===== config.mk =====
export PLATFORM = sky130hd
export DESIGN_NAME = pc_fetch_flat
export DESIGN_NICKNAME = d
export VERILOG_FILES = /design/src/rtl/sisc_pkg.sv /design/src/rtl/pc_fetch_if.sv /design/src/rtl/pc_next_calc.sv /design/src/rtl/pc_fetch.sv /design/src/flat_wrapper.sv
export SDC_FILE = /design/constraint.sdc
export NUM_CORES = 1
export LEC_CHECK = 0
export BUFFER_PORTS_ARGS = -buffer_cell sky130_fd_sc_hd__buf_2
export CAP_MARGIN = 20
export CORE_ASPECT_RATIO = 1.25
export CORE_MARGIN = 8
export CORE_UTILIZATION = 25
export DETAILED_ROUTE_END_ITERATION = 10
export PLACE_DENSITY = 0.49
export SYNTH_ARGS = -nofsm -noshare
export SYNTH_HDL_FRONTEND = slang
export SYNTH_HIERARCHICAL = 1
export SYNTH_SLANG_ARGS = --single-unit

===== constraint.sdc =====
create_clock -name clk -period 4.9 [get_ports clk]
set_clock_uncertainty 0.2 [all_clocks]
set_input_delay 0.98 -clock clk [delete_from_list [all_inputs] [get_ports clk]]
set_output_delay 0.98 -clock clk [all_outputs]
set_load 0.03 [all_outputs]

===== src/rtl/sisc_pkg.sv =====
// Shared SISC datapath package.
// Holds the default bus widths, the NOOP instruction encoding, the fetch
// timeout default and the fetch FSM state type used by pc_fetch.
package sisc_pkg;

  localparam int AW_DEF       = 16;
  localparam int DW_DEF       = 32;
  localparam int WAIT_MAX_DEF = 15;

  // All-zero word decodes as NOOP; used for reset and for timed-out fetches
  localparam logic [DW_DEF-1:0] NOOP = '0;

  typedef enum logic {
    IDLE = 1'b0,
    WAIT = 1'b1
  } fetch_state_t;

endpackage


===== src/rtl/pc_fetch_if.sv =====
// Instruction-memory fetch bus.
// Ports (master view, i.e. the fetch unit):
//   req   out  1   fetch request
//   addr  out  AW  fetch address
//   ack   in   1   memory returns rdata this cycle
//   rdata in   DW  instruction word
interface pc_fetch_if #(
  parameter int AW = 16,
  parameter int DW = 32
);

  logic          req;
  logic [AW-1:0] addr;
  logic          ack;
  logic [DW-1:0] rdata;

  modport master (output req, output addr, input ack, input rdata);
  modport slave  (input req, input addr, output ack, output rdata);

endinterface


===== src/rtl/pc_next_calc.sv =====
// Next-PC computation for the SISC program counter (purely combinational).
// Ports:
//   use_pc  in   1   1: increment from pc (fetch cycle), 0: increment from ir_pc
//   pc      in   AW  current program counter
//   ir_pc   in   AW  address of the instruction in IR
//   pc_sel  in   1   0: increment, 1: branch target
//   br_sel  in   1   0: relative branch, 1: absolute branch
//   br_imm  in   AW  branch field (two's complement offset or absolute address)
//   npc     out  AW  candidate next PC (wraps modulo 2^AW)
module pc_next_calc #(
  parameter int AW = 16
) (
  input  logic          use_pc,
  input  logic [AW-1:0] pc,
  input  logic [AW-1:0] ir_pc,
  input  logic          pc_sel,
  input  logic          br_sel,
  input  logic [AW-1:0] br_imm,
  output logic [AW-1:0] npc
);

  logic [AW-1:0] base;
  logic [AW-1:0] inc;
  logic [AW-1:0] rel;

  // Incrementing from ir_pc outside a fetch cycle makes repeated pc_write
  // idempotent: it always lands on the instruction after the one in IR.
  assign base = use_pc ? pc : ir_pc;
  assign inc  = base + AW'(1);

  // Offset is relative to the next sequential instruction; unsigned add
  // gives the two's complement result with silent wrap.
  assign rel  = ir_pc + AW'(1) + br_imm;

  assign npc  = pc_sel ? (br_sel ? br_imm : rel) : inc;

endmodule


===== src/rtl/pc_fetch.sv =====
// Program counter and instruction fetch unit of the SISC datapath.
// Holds PC, computes increment/branch targets and runs a req/ack fetch from
// instruction memory into IR, stalling ctrl while a fetch is outstanding and
// flagging a sticky error if memory does not answer within WAIT_MAX cycles.
// Ports:
//   clk          in   1   clock, rising edge
//   rst_f        in   1   asynchronous active-low reset
//   pc_rst       in   1   synchronous PC clear
//   pc_write     in   1   commit next PC
//   pc_sel       in   1   0: increment, 1: branch target
//   br_sel       in   1   0: relative, 1: absolute branch
//   ir_load      in   1   start fetch at current PC
//   br_imm       in   AW  branch field of IR
//   imem         if       fetch bus (master: req/addr out, ack/rdata in)
//   ir           out  DW  instruction register
//   ir_pc        out  AW  address of instruction in ir
//   pc           out  AW  program counter
//   fetch_stall  out  1   fetch outstanding, ctrl must hold
//   fetch_err    out  1   sticky fetch timeout flag
module pc_fetch
  import sisc_pkg::*;
#(
  parameter int AW       = AW_DEF,
  parameter int DW       = DW_DEF,
  parameter int WAIT_MAX = WAIT_MAX_DEF
) (
  input  logic          clk,
  input  logic          rst_f,
  input  logic          pc_rst,
  input  logic          pc_write,
  input  logic          pc_sel,
  input  logic          br_sel,
  input  logic          ir_load,
  input  logic [AW-1:0] br_imm,
  pc_fetch_if.master    imem,
  output logic [DW-1:0] ir,
  output logic [AW-1:0] ir_pc,
  output logic [AW-1:0] pc,
  output logic          fetch_stall,
  output logic          fetch_err
);

  fetch_state_t  state;
  fetch_state_t  state_nxt;
  logic [AW-1:0] fetch_addr;
  logic [7:0]    wait_cnt;
  logic [AW-1:0] npc;
  logic          fetch_start;
  logic          timeout;

  assign fetch_start = (state == IDLE) && ir_load;
  assign timeout     = (state == WAIT) && !imem.ack && (wait_cnt == 8'(WAIT_MAX - 1));

  // FSM state register
  always_ff @(posedge clk or negedge rst_f) begin
    if (!rst_f) state <= IDLE;
    else        state <= state_nxt;
  end

  // FSM next state: a zero-wait ack keeps us in IDLE
  always_comb begin
    state_nxt = state;
    case (state)
      IDLE: if (ir_load && !imem.ack) state_nxt = WAIT;
      WAIT: if (imem.ack || timeout)  state_nxt = IDLE;
      default: state_nxt = IDLE;
    endcase
  end

  // FSM outputs: the request address is latched once WAIT is entered so it
  // stays stable even if pc_rst clears PC meanwhile.
  always_comb begin
    imem.req  = 1'b0;
    imem.addr = pc;
    case (state)
      IDLE: begin
        imem.req  = ir_load;
        imem.addr = pc;
      end
      WAIT: begin
        imem.req  = 1'b1;
        imem.addr = fetch_addr;
      end
      default: begin
        imem.req  = 1'b0;
        imem.addr = pc;
      end
    endcase
  end

  assign fetch_stall = imem.req && !imem.ack;

  pc_next_calc #(.AW(AW)) u_next (
    .use_pc (fetch_start),
    .pc     (pc),
    .ir_pc  (ir_pc),
    .pc_sel (pc_sel),
    .br_sel (br_sel),
    .br_imm (br_imm),
    .npc    (npc)
  );

  always_ff @(posedge clk or negedge rst_f) begin
    if (!rst_f) begin
      fetch_addr <= '0;
      wait_cnt   <= '0;
    end else if (fetch_start && !imem.ack) begin
      fetch_addr <= pc;
      wait_cnt   <= '0;
    end else if (state == WAIT && !imem.ack && !timeout) begin
      wait_cnt   <= wait_cnt + 8'd1;
    end
  end

  always_ff @(posedge clk or negedge rst_f) begin
    if (!rst_f) begin
      ir        <= DW'(NOOP);
      ir_pc     <= '0;
      fetch_err <= 1'b0;
    end else if (fetch_start && imem.ack) begin
      ir        <= imem.rdata;
      ir_pc     <= pc;
    end else if (state == WAIT && imem.ack) begin
      ir        <= imem.rdata;
      ir_pc     <= fetch_addr;
    end else if (timeout) begin
      ir        <= DW'(NOOP);
      ir_pc     <= fetch_addr;
      fetch_err <= 1'b1;
    end
  end

  // A write during a stall is dropped; ctrl holds pc_write until the ack.
  always_ff @(posedge clk or negedge rst_f) begin
    if (!rst_f)                        pc <= '0;
    else if (pc_rst)                   pc <= '0;
    else if (pc_write && !fetch_stall) pc <= npc;
  end

endmodule


===== src/flat_wrapper.sv =====
// flat-port wrapper written by rule: the top's interface ports become plain ports
module pc_fetch_flat import sisc_pkg::*;
#(
  parameter int AW       = AW_DEF,
  parameter int DW       = DW_DEF,
  parameter int WAIT_MAX = WAIT_MAX_DEF
)
  (clk, rst_f, pc_rst, pc_write, pc_sel, br_sel, ir_load, br_imm, ir, ir_pc, pc, fetch_stall, fetch_err, imem_req, imem_addr, imem_ack, imem_rdata);
  pc_fetch_if #(.AW(AW), .DW(DW)) imem_i ();
  input  logic clk;
  input  logic rst_f;
  input  logic pc_rst;
  input  logic pc_write;
  input  logic pc_sel;
  input  logic br_sel;
  input  logic ir_load;
  input  logic [AW-1:0] br_imm;
  output logic [DW-1:0] ir;
  output logic [AW-1:0] ir_pc;
  output logic [AW-1:0] pc;
  output logic fetch_stall;
  output logic fetch_err;
  output wire logic [$bits(imem_i.req)-1:0] imem_req;
  output wire logic [$bits(imem_i.addr)-1:0] imem_addr;
  input wire logic [$bits(imem_i.ack)-1:0] imem_ack;
  input wire logic [$bits(imem_i.rdata)-1:0] imem_rdata;
  assign imem_req = imem_i.req;
  assign imem_addr = imem_i.addr;
  assign imem_i.ack = imem_ack;
  assign imem_i.rdata = imem_rdata;
  pc_fetch #(.AW(AW), .DW(DW), .WAIT_MAX(WAIT_MAX)) u_core (.clk(clk), .rst_f(rst_f), .pc_rst(pc_rst), .pc_write(pc_write), .pc_sel(pc_sel), .br_sel(br_sel), .ir_load(ir_load), .br_imm(br_imm), .imem(imem_i), .ir(ir), .ir_pc(ir_pc), .pc(pc), .fetch_stall(fetch_stall), .fetch_err(fetch_err));
endmodule

* Word-level counts from Yosys, hierarchy flattened
Cells that the tools add are included.
** Operators by class
- $add $sub $neg :: 4
- Eq/ne operators :: 1
- Mux-type cells :: 18
- Bitwise gates (word level) :: 3
- Reductions and logical operators :: 18
** Operator list (count)
- $mux W16 :: 8
- $mux W32 :: 3
- $add A16 B1 Y16 const B :: 2
- $pmux W16 S2 :: 1
- $add A16 B16 Y16 :: 1
- $mux W8 :: 2
- $logic_and A1 B1 Y1 :: 10
- $add A8 B1 Y8 const B :: 1
- $eq A8 B4 Y1 const B :: 1
- $pmux W1 S2 :: 2
- $reduce_bool A2 Y1 :: 2
- $logic_not A1 Y1 :: 3
- $not A1 Y1 :: 3
- $reduce_and A3 Y1 :: 1
- $reduce_bool A3 Y1 :: 1
- $mux W1 :: 2
- $logic_or A1 B1 Y1 :: 1
** Storage, ports and cells
- Register bits :: 90
- Input port bits :: 56
- Word-level logic and storage cells :: 51

* Depth between registers and ports, before layout
Gate-level depths: netlist of run 1.
- Depth after elaboration :: 7
- Depth in mapped cells :: 15

* Modules after synthesis
The synthesis of run 1 kept the hierarchy.
** By module, submodules not included
- pc_fetch :: instances 1, cells each 352, area each 3856.2 sq um, seq. area each 2252.2 sq um
- pc_next_calc :: instances 1, cells each 239, area each 1680.4 sq um, seq. area each 0.0 sq um

* Worst setup path after synthesis of run 1
Ideal clock, no wire load.
- Kind :: input to register
- Start point :: input port ir_load
- End point :: register u_core.pc[10]
- Library setup time :: 0.078 ns
- Arrival time :: 3.322 ns
- Data required time :: 4.622 ns
- Setup slack :: 1.300 ns
- Stages on the path :: 14
- Path buffers :: 2
- Cell sequence :: nor2b_2 -> buf_2 -> buf_2 -> nand2_1 -> o21ai_0 -> ha_1 -> inv_1 -> a211oi_2 -> nand2_1 -> a21oi_1 -> mux2_1 -> a211oi_1 -> nand2_1 -> a21oi_1
** Between the ends
- Longest elaborated chain between the ends :: 6
- Elaborated cells on any way between the ends :: 11
- Those cells by class :: add/sub: 1; mux: 5; reduce/logical: 5
** Ends and longest elaborated chain
- from (decl) :: line flat_wrapper.sv:16 : input logic ir_load;
- $logic_and A1 B1 Y1 :: line pc_fetch.sv:51 : assign fetch_start = (state == IDLE) && ir_load;
- $mux W16 :: line pc_next_calc.sv:28 : assign base = use_pc ? pc : ir_pc;
- $add A16 B1 Y16 :: line pc_next_calc.sv:29 : assign inc = base + AW'(1);
- $mux W16 :: line pc_next_calc.sv:35 : assign npc = pc_sel ? (br_sel ? br_imm : rel) : inc;
- net u_core.npc[10] :: line pc_fetch.sv:47 : logic [AW-1:0] npc;
- $mux W16 :: line pc_fetch.sv:137 : else if (pc_write && !fetch_stall) pc <= npc;
- $mux W16 :: line pc_fetch.sv:136 : else if (pc_rst) pc <= '0;
- to (signal assigned) :: line pc_fetch.sv:137
- to (decl) :: line pc_fetch.sv:38 : output logic [AW-1:0] pc,
The timed path passes the listed nets, and every way through them passes these cells. The select of a mux whose other input is x is not followed.
A chain may end at the register's enable or synchronous reset.

* Final worst setup path of run 1
- Start point :: input port ir_load
- End point :: register u_core.pc[10]
** Between the ends
- Longest elaborated chain between the ends :: 6
- Elaborated cells on any way between the ends :: 11
- Those cells by class :: add/sub: 1; mux: 5; reduce/logical: 5
** Ends and longest elaborated chain
- $logic_and A1 B1 Y1 :: line pc_fetch.sv:51
- net u_core.fetch_start :: line pc_fetch.sv:48 : logic fetch_start;
- $mux W16 :: line pc_next_calc.sv:28
- $add A16 B1 Y16 :: line pc_next_calc.sv:29
- $mux W16 :: line pc_next_calc.sv:35
- net u_core.npc[10] :: line pc_fetch.sv:47
- $mux W16 :: line pc_fetch.sv:137
- $mux W16 :: line pc_fetch.sv:136
The timed path passes the listed nets, and every way through them passes these cells. The select of a mux whose other input is x is not followed.

==> impl_metrics.toml, run 1 <==
[floorplan]
die_w_um = 149.1
num_io_pins = 139
core-area_sq_mm = 0.02198
fp.dieArea_sq_mm = 0.02719
start_util_pct = 25.19
die_h_um = 182.4
rows = 61

[yosys]
synth_fa_ha_area_share_pct = 4.429
synthSimpleGateAreaFrac_pct = 17.56
async_flop_share_pct = 100.0
synth_edf_count = 0
synth.area.top_cells = "dfrtp_1 (41%), nand2_1 (8.7%), mux2i_1 (6.3%)"
ys_ff_latch = 90
synth-seq-area-share_pct = 40.68
netlist.area_leader.share_pct = 40.68
ys_types = 69
muxShareOfSynthArea_pct = 10.60
synth-compound-area-share_pct = 19.66
syn-num-nets = 666
synth_top_cell_by_area = "dfrtp_1"
synth_top_family_by_area = "compound AO/OA/AOI/OAI gates"
ys_warn_count = 6
ys_top_cells_by_count = "nand2_1 (129), dfrtp_1 (90), a21oi_1 (35), mux2i_1 (35), a22o_1 (32)"
synth-xor-area-share_pct = 3.638
netlist_area_sq_mm = 0.005537
synth_cells = 591
synth.avg_cell_area_sq_um = 9.368
synth_ff_type = "dfrtp_1"
synth_most_common_cell = "nand2_1"

[status]
outcome = "finished, final reports clean"

[cts]
cts_setup_buffers = 0
numCtsBuffers = 9
htree_levels = 3
clk_pin_slew_ns = 0.07
insertion_delay_ns = 0.34
cts_tree = "built"
clk_path_buf_depth = 2
clock-root-buffer = "clkbuf_16"
cts.repair.resized = 0
clock_sinks = 90
hold_buffers = 0

[critical_path]
critical_path_arrival_ns = 3.60
crit_path_frequent_cell = "nand2_1"
cp-end-kind = "flop"
cp-start-kind = "input port"
crit_fanout = 11
crit_slowest_cell = "nor2b_2"
worstSetupPathType = "in2reg"
cpPeakStageDelay_ns = 0.46
critPathRequiredTime_ns = 4.97
cp_cell_sequence = "buf_2, nor2b_2, nand2_1, o21ai_0, ha_1, inv_1, a211oi_2, nand2_1, a21oi_1, mux2_1, a211oi_1, nand2_1, a21oi_1"
reg2reg_slack_ns = 1.56

[detailed_routing]
vias = 4831
dr.first_iter.drc_count = 184
first_pass_iters = 4
via_per_inst = 4.817
wl_um = 18090
drt-wirelength-per-cell_um = 18.03
antenna_left = 0
drc = 0

[final_layout]
fillers = 2324
syn_to_final_growth_pct = 22.71
nNetsFinal = 792
drive_gt1_share_pct = 28.06
n_antenna_cell = 0

[global_routing]
grt_pass1_wl_um = 28660
antenna_found_initial = 0
globalRouteOverflowTotal = 0
grtUsageTotal_pct = 13.38
grt_pass1_vias = 5003
grt_max_degree = 63

[placement]
dpl_worst_slack_ns = 1.106
io_buffers = 138
hpwl_um = 13690
gp_congestion = 0.7851

[sta]
relSlewSlack_pct = 27.23
fin_tns_setup_ns = 0
worst_slack_ns = 1.371
max_freq_ghz = 0.2834
hold_viol = 0
min_period_ns = 3.529
timing.final.max_slew_violations = 0
rsz0062_at_grt = "false"
post-route-period-util_pct = 72.01
worst_slew_pin_slew_ns = 1.092
setup_viol = 0

[power]
power-per-cell-area_mw_per_mm2 = 347.5
power.leakage_nw = 3.363
ir_worst_vdd_v = 0.0001809

[run]
drv_cap = 0

[hold_path]
min_path_type = "reg2reg"
cell type report:
| cell class | instances | area (sq um) | area share (%) |
|---|---|---|---|
| Inverter | 10 | 37.54 | 0.5525 |
| Multi-Input combinational cell | 460 | 3094 | 45.54 |
| Tap cell | 283 | 354.1 | 5.212 |
| Clock buffer | 10 | 229.0 | 3.370 |
| Sequential cell | 90 | 2252 | 33.15 |
| Timing Repair Buffer | 146 | 773.2 | 11.38 |
| Clock inverter | 4 | 53.80 | 0.7919 |
cells in the final DEF, fill, tap and decap left out, types with 3 or more instances in the layout:
cell / Yosys / layout
a21oi_1: 35 / 35
a22o_1: 32 / 32
a31oi_1: 6 / 6
and2_1: 3 / 3
buf_2: 17 / 137
buf_4: 2 / 8
clkbuf_16: 0 / 9
dfrtp_1: 90 / 90
ha_1: 18 / 18
inv_1: 10 / 10
mux2_2: 20 / 20
mux2i_1: 35 / 35
nand2_1: 129 / 129
nand2b_1: 4 / 4
nand3_1: 19 / 19
nand3b_1: 4 / 4
nand4_1: 5 / 5
nand4b_1: 3 / 3
nor2_1: 16 / 16
nor2b_1: 5 / 5
nor3_1: 5 / 5
o211ai_1: 5 / 5
o21a_1: 6 / 6
o21ai_0: 13 / 13
o21ai_1: 19 / 19
or3_1: 4 / 4
xnor2_1: 17 / 17
xor2_1: 6 / 6
metal layers:
metal / up-vias / GRT usage, % / routed length (um)
met5: - / 0 / 0
met4: 0 / 3.116 / 119
met3: 8 / 2.800 / 755
met2: 125 / 23.10 / 9182
met1: 2331 / 16.61 / 8030
li1: 2367 / - / -
worst max-delay path: cells and delay by family:
kind	cells	cell delay, ns
muxes	1	0.36
adders and majority gates	1	0.19
buffers and inverters	2	0.20
AOI/OAI and AO/OA	5	1.06
and+or+nand+nor	4	0.80
path summary, 6_finish.rpt:
kind                               startpoint  depth (start not counted)                    to
min reg2reg                u_core/wait_cnt[7]                          1    u_core/wait_cnt[7]
max reg2reg                      u_core/state                         13         u_core/pc[10]
min                        u_core/wait_cnt[7]                          1    u_core/wait_cnt[7]
max in group asynchronous               rst_f                          2  u_core/fetch_addr[6]
max                                   ir_load                         13         u_core/pc[10]
min in group asynchronous               rst_f                          1    u_core/wait_cnt[2]
report_power, final:
part / switching (W) / leakage [nW] / internal [W]
clock network: 0.000302 / 0.131 / 0.000392
registers: 0.0000995 / 1.19 / 0.000829
logic: 0.000470 / 2.05 / 0.000268
total: 0.000871 / 3.36 / 0.00149
flip-flops by register name, indices dropped and copies added, names as in the netlist:
| register | count |
|---|---|
| u_core/wait_cnt | 8 |
| u_core/state | 1 |
| u_core/fetch_addr | 16 |
| u_core/fetch_err | 1 |
| u_core/ir | 32 |
| u_core/pc | 16 |
| u_core/ir_pc | 16 |
cells by family after synthesis:
logic type | count (synthesis)
XOR/XNOR | 23
adder cells (fa/ha/maj) | 19
buffers and inverters | 41
AND/OR/NAND/NOR | 212
multiplexers | 56
flip-flops | 90
AO/OA/AOI/OAI | 150
metrics by stage:
step	hold WS, ns	cell area, sq um	std cells	util (%)	total power (W)
after floorplan	0.2373	5537	591	-	0.001439
after global placement	0.2556	6484	988	29.50	0.001680
after detailed placement	0.2635	6511	989	29.62	0.001688
after CTS	0.2833	6794	1003	30.91	0.002395
after global routing	0.3102	6794	1003	30.91	0.002496
final	0.2747	6794	1003	30.91	0.002361
Power figures use the tool's default switching activity.
==> run 2: changes to the inputs <==
--- a/config.mk
+++ b/config.mk
@@ -11,7 +11,7 @@
 export CORE_MARGIN = 8
 export CORE_UTILIZATION = 25
 export DETAILED_ROUTE_END_ITERATION = 10
-export PLACE_DENSITY = 0.49
+export PLACE_DENSITY = 0.5
 export SYNTH_ARGS = -nofsm -noshare
 export SYNTH_HDL_FRONTEND = slang
 export SYNTH_HIERARCHICAL = 1
==> constraint.sdc (replaced) <==
create_clock -name clk -period 2.9 [get_ports clk]
set_clock_uncertainty 0.2 [all_clocks]
set_input_delay 0.58 -clock clk [delete_from_list [all_inputs] [get_ports clk]]
set_output_delay 0.58 -clock clk [all_outputs]
set_load 0.03 [all_outputs]
==> run 2 against run 1 <==
Sequential share of layout area fell by 2.1 points. Die area did not move. Clock-buffer cell count rose by 1. Critical path type is now reg2reg. Global-route usage rose by 0.27 points. Power rose by 75%. Worst hold slack got worse by 0.013 ns.
==> impl_metrics.toml, run 2 (same netlist as run 1, synthesis figures left out) <==
[status]
outcome = "finished, final reports clean"

[floorplan]
die_h_um = 182.4
num_io_pins = 139
fp.dieArea_sq_mm = 0.02719
start_util_pct = 25.19
rows = 61
die_w_um = 149.1
core-area_sq_mm = 0.02198

[final_layout]
drive_gt1_share_pct = 33.63
final_common_cell = "buf_2"
nNetsFinal = 846
regMostFlops = "u_core/ir"
final_area_sq_mm = 0.007257
utilization_pct = 33.01
layout_common_cells = "buf_2 (137), nand2_1 (129), dfrtp_1 (90)"
syn_to_final_growth_pct = 31.07
n_antenna_cell = 0
largest_reg_flops = 32

[cts]
htree_levels = 3
insertion_delay_ns = 0.34
clk_path_buf_depth = 2
numCtsBuffers = 9
clk_pin_slew_ns = 0.07
clock_sinks = 90
cts_setup_buffers = 0
cts_tree = "built"
clock-root-buffer = "clkbuf_16"

[detailed_routing]
wl_um = 18180
drc = 0
antenna_left = 0
drt-wirelength-per-cell_um = 17.17
via_per_inst = 4.669
first_pass_iters = 4
dr.first_iter.drc_count = 180
vias = 4945

[placement]
placement.cell_area_sq_mm = 0.006922
io_buffers = 138
hpwl_um = 14360
gp_congestion = 0.7991

[run]
drv_cap = 0

[critical_path]
worstSetupPathType = "reg2reg"
critPathRequiredTime_ns = 2.90
crit_fanout = 2
cp-start-kind = "flop"
critical_path_arrival_ns = 2.80
cp-end-kind = "flop"

[global_routing]
grt_pass1_wl_um = 29460
grtUsageTotal_pct = 13.64
globalRouteOverflowTotal = 0
grt_max_degree = 44
antenna_found_initial = 0
grt_pass1_vias = 5300

[sta]
post-route-period-util_pct = 96.38
rsz0062_at_grt = "true"
max_freq_ghz = 0.3578
relSlewSlack_pct = 62.39
setup_viol = 0
min_period_ns = 2.795
worst_slew_pin_slew_ns = 0.5630
timing.final.max_slew_violations = 0
hold_viol = 0
fin_tns_setup_ns = 0

[power]
power.leakage_nw = 3.648
power-per-cell-area_mw_per_mm2 = 569.3
ir_worst_vdd_v = 0.0002503

[hold_path]
min_path_type = "in2reg"
run 2: power breakdown:
group	leakage (nW)	switching [W]	internal, W	total, W
sequential	1.19	0.000120	0.00140	0.00152
combinational	2.32	0.000864	0.000543	0.00141
clock	0.146	0.000504	0.000697	0.00120
run 2: per-stage QoR:
step | std cells | setup WS (ns) | power, W | hold slack [ns]
global placement | 1042 | -0.2019 | 0.002957 | 0.2590
global route | 1059 | -0.01139 | 0.004378 | 0.2482
finish | 1059 | 0.1050 | 0.004131 | 0.2620
detailed placement | 1042 | -0.2364 | 0.002956 | 0.2625
CTS | 1059 | 0.01843 | 0.004177 | 0.2464
floorplan | 591 | 0.008436 | 0.002439 | 0.08441
run 2: layer usage:
metal | wire [um] | global-route usage, % | part of all wire, %
met3 | 874 | 3.320 | 4.8
met4 | 249 | 3.521 | 1.4
met2 | 9001 | 23.66 | 50
met5 | 0 | 0 | 0
met1 | 8054 | 16.45 | 44
run 2: layout make-up:
cell class	count	area [sq um]
inverters	10	37.54
flip-flops and latches	90	2252
well taps	283	354.1
fillers	2304	14720
multi-input cells	460	3129
repair buffers	200	1177
clock inverters	5	63.81
clock buffers	11	242.7
run 2: worst max-delay path, cell delays in order (launching register included):
cell and delay, ns:
dfrtp_1 0.38, inv_1 0.09, ha_1 0.16, inv_1 0.05, fa_2 0.36, a21oi_2 0.17, nor2_1 0.07, o31a_1 0.31
o211a_1 0.23, or3_1 0.31, a31o_1 0.21, nand2_1 0.05, a21oi_1 0.06
run 2: timing repair:
action | CTS | global route
resized for setup | 0 | 3
endpoints found under the hold margin | 19 | 0
setup endpoints to repair | 0 | 4
hold buffers | 1 | 0
run 2: worst paths after layout:
check                                        start  slack, ns                     to  depth (start not counted)
worst max register to register     u_core/ir_pc[0]       0.10          u_core/pc[14]                         12
worst min register to register  u_core/wait_cnt[7]       0.28     u_core/wait_cnt[7]                          1
worst min-delay path                imem_rdata[27]       0.26          u_core/ir[27]                          2
min in group asynchronous                    rst_f       0.46  u_core/fetch_addr[13]                          2
worst max-delay path               u_core/ir_pc[0]       0.10          u_core/pc[14]                         12
max in group asynchronous                    rst_f       1.38           u_core/ir[4]                          3
==> run 3: changes to the inputs <==
--- a/config.mk
+++ b/config.mk
@@ -7,7 +7,7 @@
 export LEC_CHECK = 0
 export BUFFER_PORTS_ARGS = -buffer_cell sky130_fd_sc_hd__buf_2
 export CAP_MARGIN = 20
-export CORE_ASPECT_RATIO = 1.25
+export CORE_ASPECT_RATIO = 0.75
 export CORE_MARGIN = 8
 export CORE_UTILIZATION = 25
 export DETAILED_ROUTE_END_ITERATION = 10
==> run 3 against run 2 <==
Worst hold slack better by 0.0029 ns. Combinational power about the same. Sequential power about the same. Sequential share of layout area down 0.36 points. Power up 4.7%. Clock power up 13%. Final area up 1.2%. Global-route usage down 0.20 points. Non-clock buffer count unchanged. Clock-buffer cell count down 2.
==> impl_metrics.toml, run 3 (same netlist as run 1, synthesis figures left out) <==
[critical_path]
critical_path_arrival_ns = 2.80
cp-end-kind = "flop"
rr_worst_depth = 12
worstReg2RegEnd = "u_core/pc[14]"
worstSetupPathType = "reg2reg"
crit_fanout = 3
critPathRequiredTime_ns = 2.90
timing.rr.start = "u_core/ir_pc[0]"
reg2reg_slack_ns = 0.10
cp-start-kind = "flop"

[power]
ir_worst_vdd_v = 0.0003353
power.leakage_nw = 3.673
power-per-cell-area_mw_per_mm2 = 588.9

[detailed_routing]
first_pass_iters = 5
wl_um = 18780
via_per_inst = 4.804
drt-wirelength-per-cell_um = 17.57
dr.first_iter.drc_count = 408
vias = 5135
antenna_left = 0
drc = 0

[floorplan]
core-area_sq_mm = 0.02188
die_w_um = 187.8
start_util_pct = 25.31
num_io_pins = 139
die_h_um = 144.9
fp.dieArea_sq_mm = 0.02721
rows = 47

[final_layout]
final_cells = 1069
nNetsFinal = 846
largest_reg_flops = 32
n_antenna_cell = 0
regMostFlops = "u_core/ir"
syn_to_final_growth_pct = 32.63
final_common_cell = "buf_2"
fillers = 2323
layout_common_cells = "buf_2 (137), nand2_1 (129), dfrtp_1 (90)"
drive_gt1_share_pct = 34.45

[global_routing]
grt_use_met3_pct = 2.778
globalRouteOverflowTotal = 0
grt_pass1_vias = 5068
busiest_layer = "met2"
use_met1_pct = 19.80
grt_util_met2_pct = 20.06
antenna_found_initial = 0
grt_max_degree = 42
grt_pass1_wl_um = 29310
grtUsageTotal_pct = 13.45

[sta]
min_period_ns = 2.798
rsz0062_at_grt = "true"
relSlewSlack_pct = 62.56
timing.final.max_slew_violations = 0
post-route-period-util_pct = 96.49
hold_viol = 0
worst_slack_ns = 0.1017
setup_viol = 0
fin_tns_setup_ns = 0
max_freq_ghz = 0.3574
worst_slew_pin_slew_ns = 0.5596

[cts]
cts_tree = "built"
clk_path_buf_depth = 2
htree_levels = 3
numCtsBuffers = 9
clk_pin_slew_ns = 0.07
insertion_delay_ns = 0.34
clock-root-buffer = "clkbuf_16"
clock_sinks = 90

[hold_path]
min_path_type = "reg2reg"
hold_path_depth = 1
hold_end = "u_core/fetch_err"
hold_start = "u_core/fetch_err"

[placement]
io_buffers = 138
dpl_worst_slack_ns = -0.2923
hpwl_um = 14310
gp_congestion = 0.8264
post-place-cells = 1048

[status]
outcome = "finished, final reports clean"

[run]
drv_cap = 0
## run 3: cell types whose count changed in the layout (fill, tap and decap cells not counted), sizes merged
cell | before | now
bufinv | 1 | 3
clkbuf | 11 | 9
clkinv | 3 | 1
inv | 10 | 11
## run 3: timing repair
action	4_1_cts	5_1_grt
pin swaps	1	12
gates resized for setup	0	11
endpoints found under the setup margin	1	8
buffers inserted	1	4
hold endpoints to repair	18	0
hold buffers	1	0
## run 3: worst max path at each step
| stage | start | to | slack, ns |
|---|---|---|---|
| final | u_core/ir_pc[0] | u_core/pc[14] | 0.10 |
| after global routing | u_core/ir_pc[0] | u_core/pc[14] | -0.04 |
| after detailed placement | br_imm[0] | u_core/pc[14] | -0.29 |
| after CTS | u_core/ir_pc[0] | u_core/pc[14] | 0.01 |
| after floorplan | ir_load | u_core/pc[10] | 0.008 |
| after global placement | br_imm[0] | u_core/pc[14] | -0.27 |
## run 3: area by class of cell
| cell class | count | area (sq um) | share of cell area, % |
|---|---|---|---|
| Timing Repair Buffer | 200 | 1177 | 16.03 |
| Tap cell | 294 | 367.9 | 5.009 |
| Inverter | 10 | 37.54 | 0.5112 |
| Sequential cell | 90 | 2252 | 30.67 |
| Multi-Input combinational cell | 460 | 3168 | 43.14 |
| Clock buffer | 9 | 225.2 | 3.067 |
| Clock inverter | 6 | 115.1 | 1.568 |
## run 3: per-stage QoR
stage | cell area, sq um | utilization [%] | power (W) | hold WS (ns)
2_1_floorplan | 5569 | - | 0.002439 | 0.08441
3_3_place_gp | 6898 | 31.53 | 0.002957 | 0.2544
3_5_place_dp | 6898 | 31.53 | 0.002961 | 0.2561
4_1_cts | 7256 | 33.17 | 0.004353 | 0.2498
5_1_grt | 7343 | 33.57 | 0.004562 | 0.2574
6_report | 7343 | 33.57 | 0.004324 | 0.2648
## run 3: layer usage
layer | vias to the layer above | part of all wire, %
met3 | 12 | 5.4
met2 | 153 | 43
met1 | 2489 | 50
li1 | 2481 | -
met5 | - | 0
met4 | 0 | 1.0
## run 3: worst max-delay path: stages (launching register included)
cell and delay, ns:
dfrtp_1 0.39, inv_2 0.09, ha_4 0.13, inv_2 0.03, fa_2 0.39, a21oi_4 0.19
nor2_1 0.06, o31a_1 0.27, o211a_1 0.22, or3_1 0.34, a31o_1 0.22, nand2_1 0.05
a21oi_1 0.05
## run 3: power by group
part / switching (W) / total (W) / internal [W] / leakage [nW]
Sequential: 0.000126 / 0.00153 / 0.00140 / 1.19
Clock: 0.000511 / 0.00135 / 0.000843 / 0.162
Combinational: 0.000884 / 0.00144 / 0.000560 / 2.33
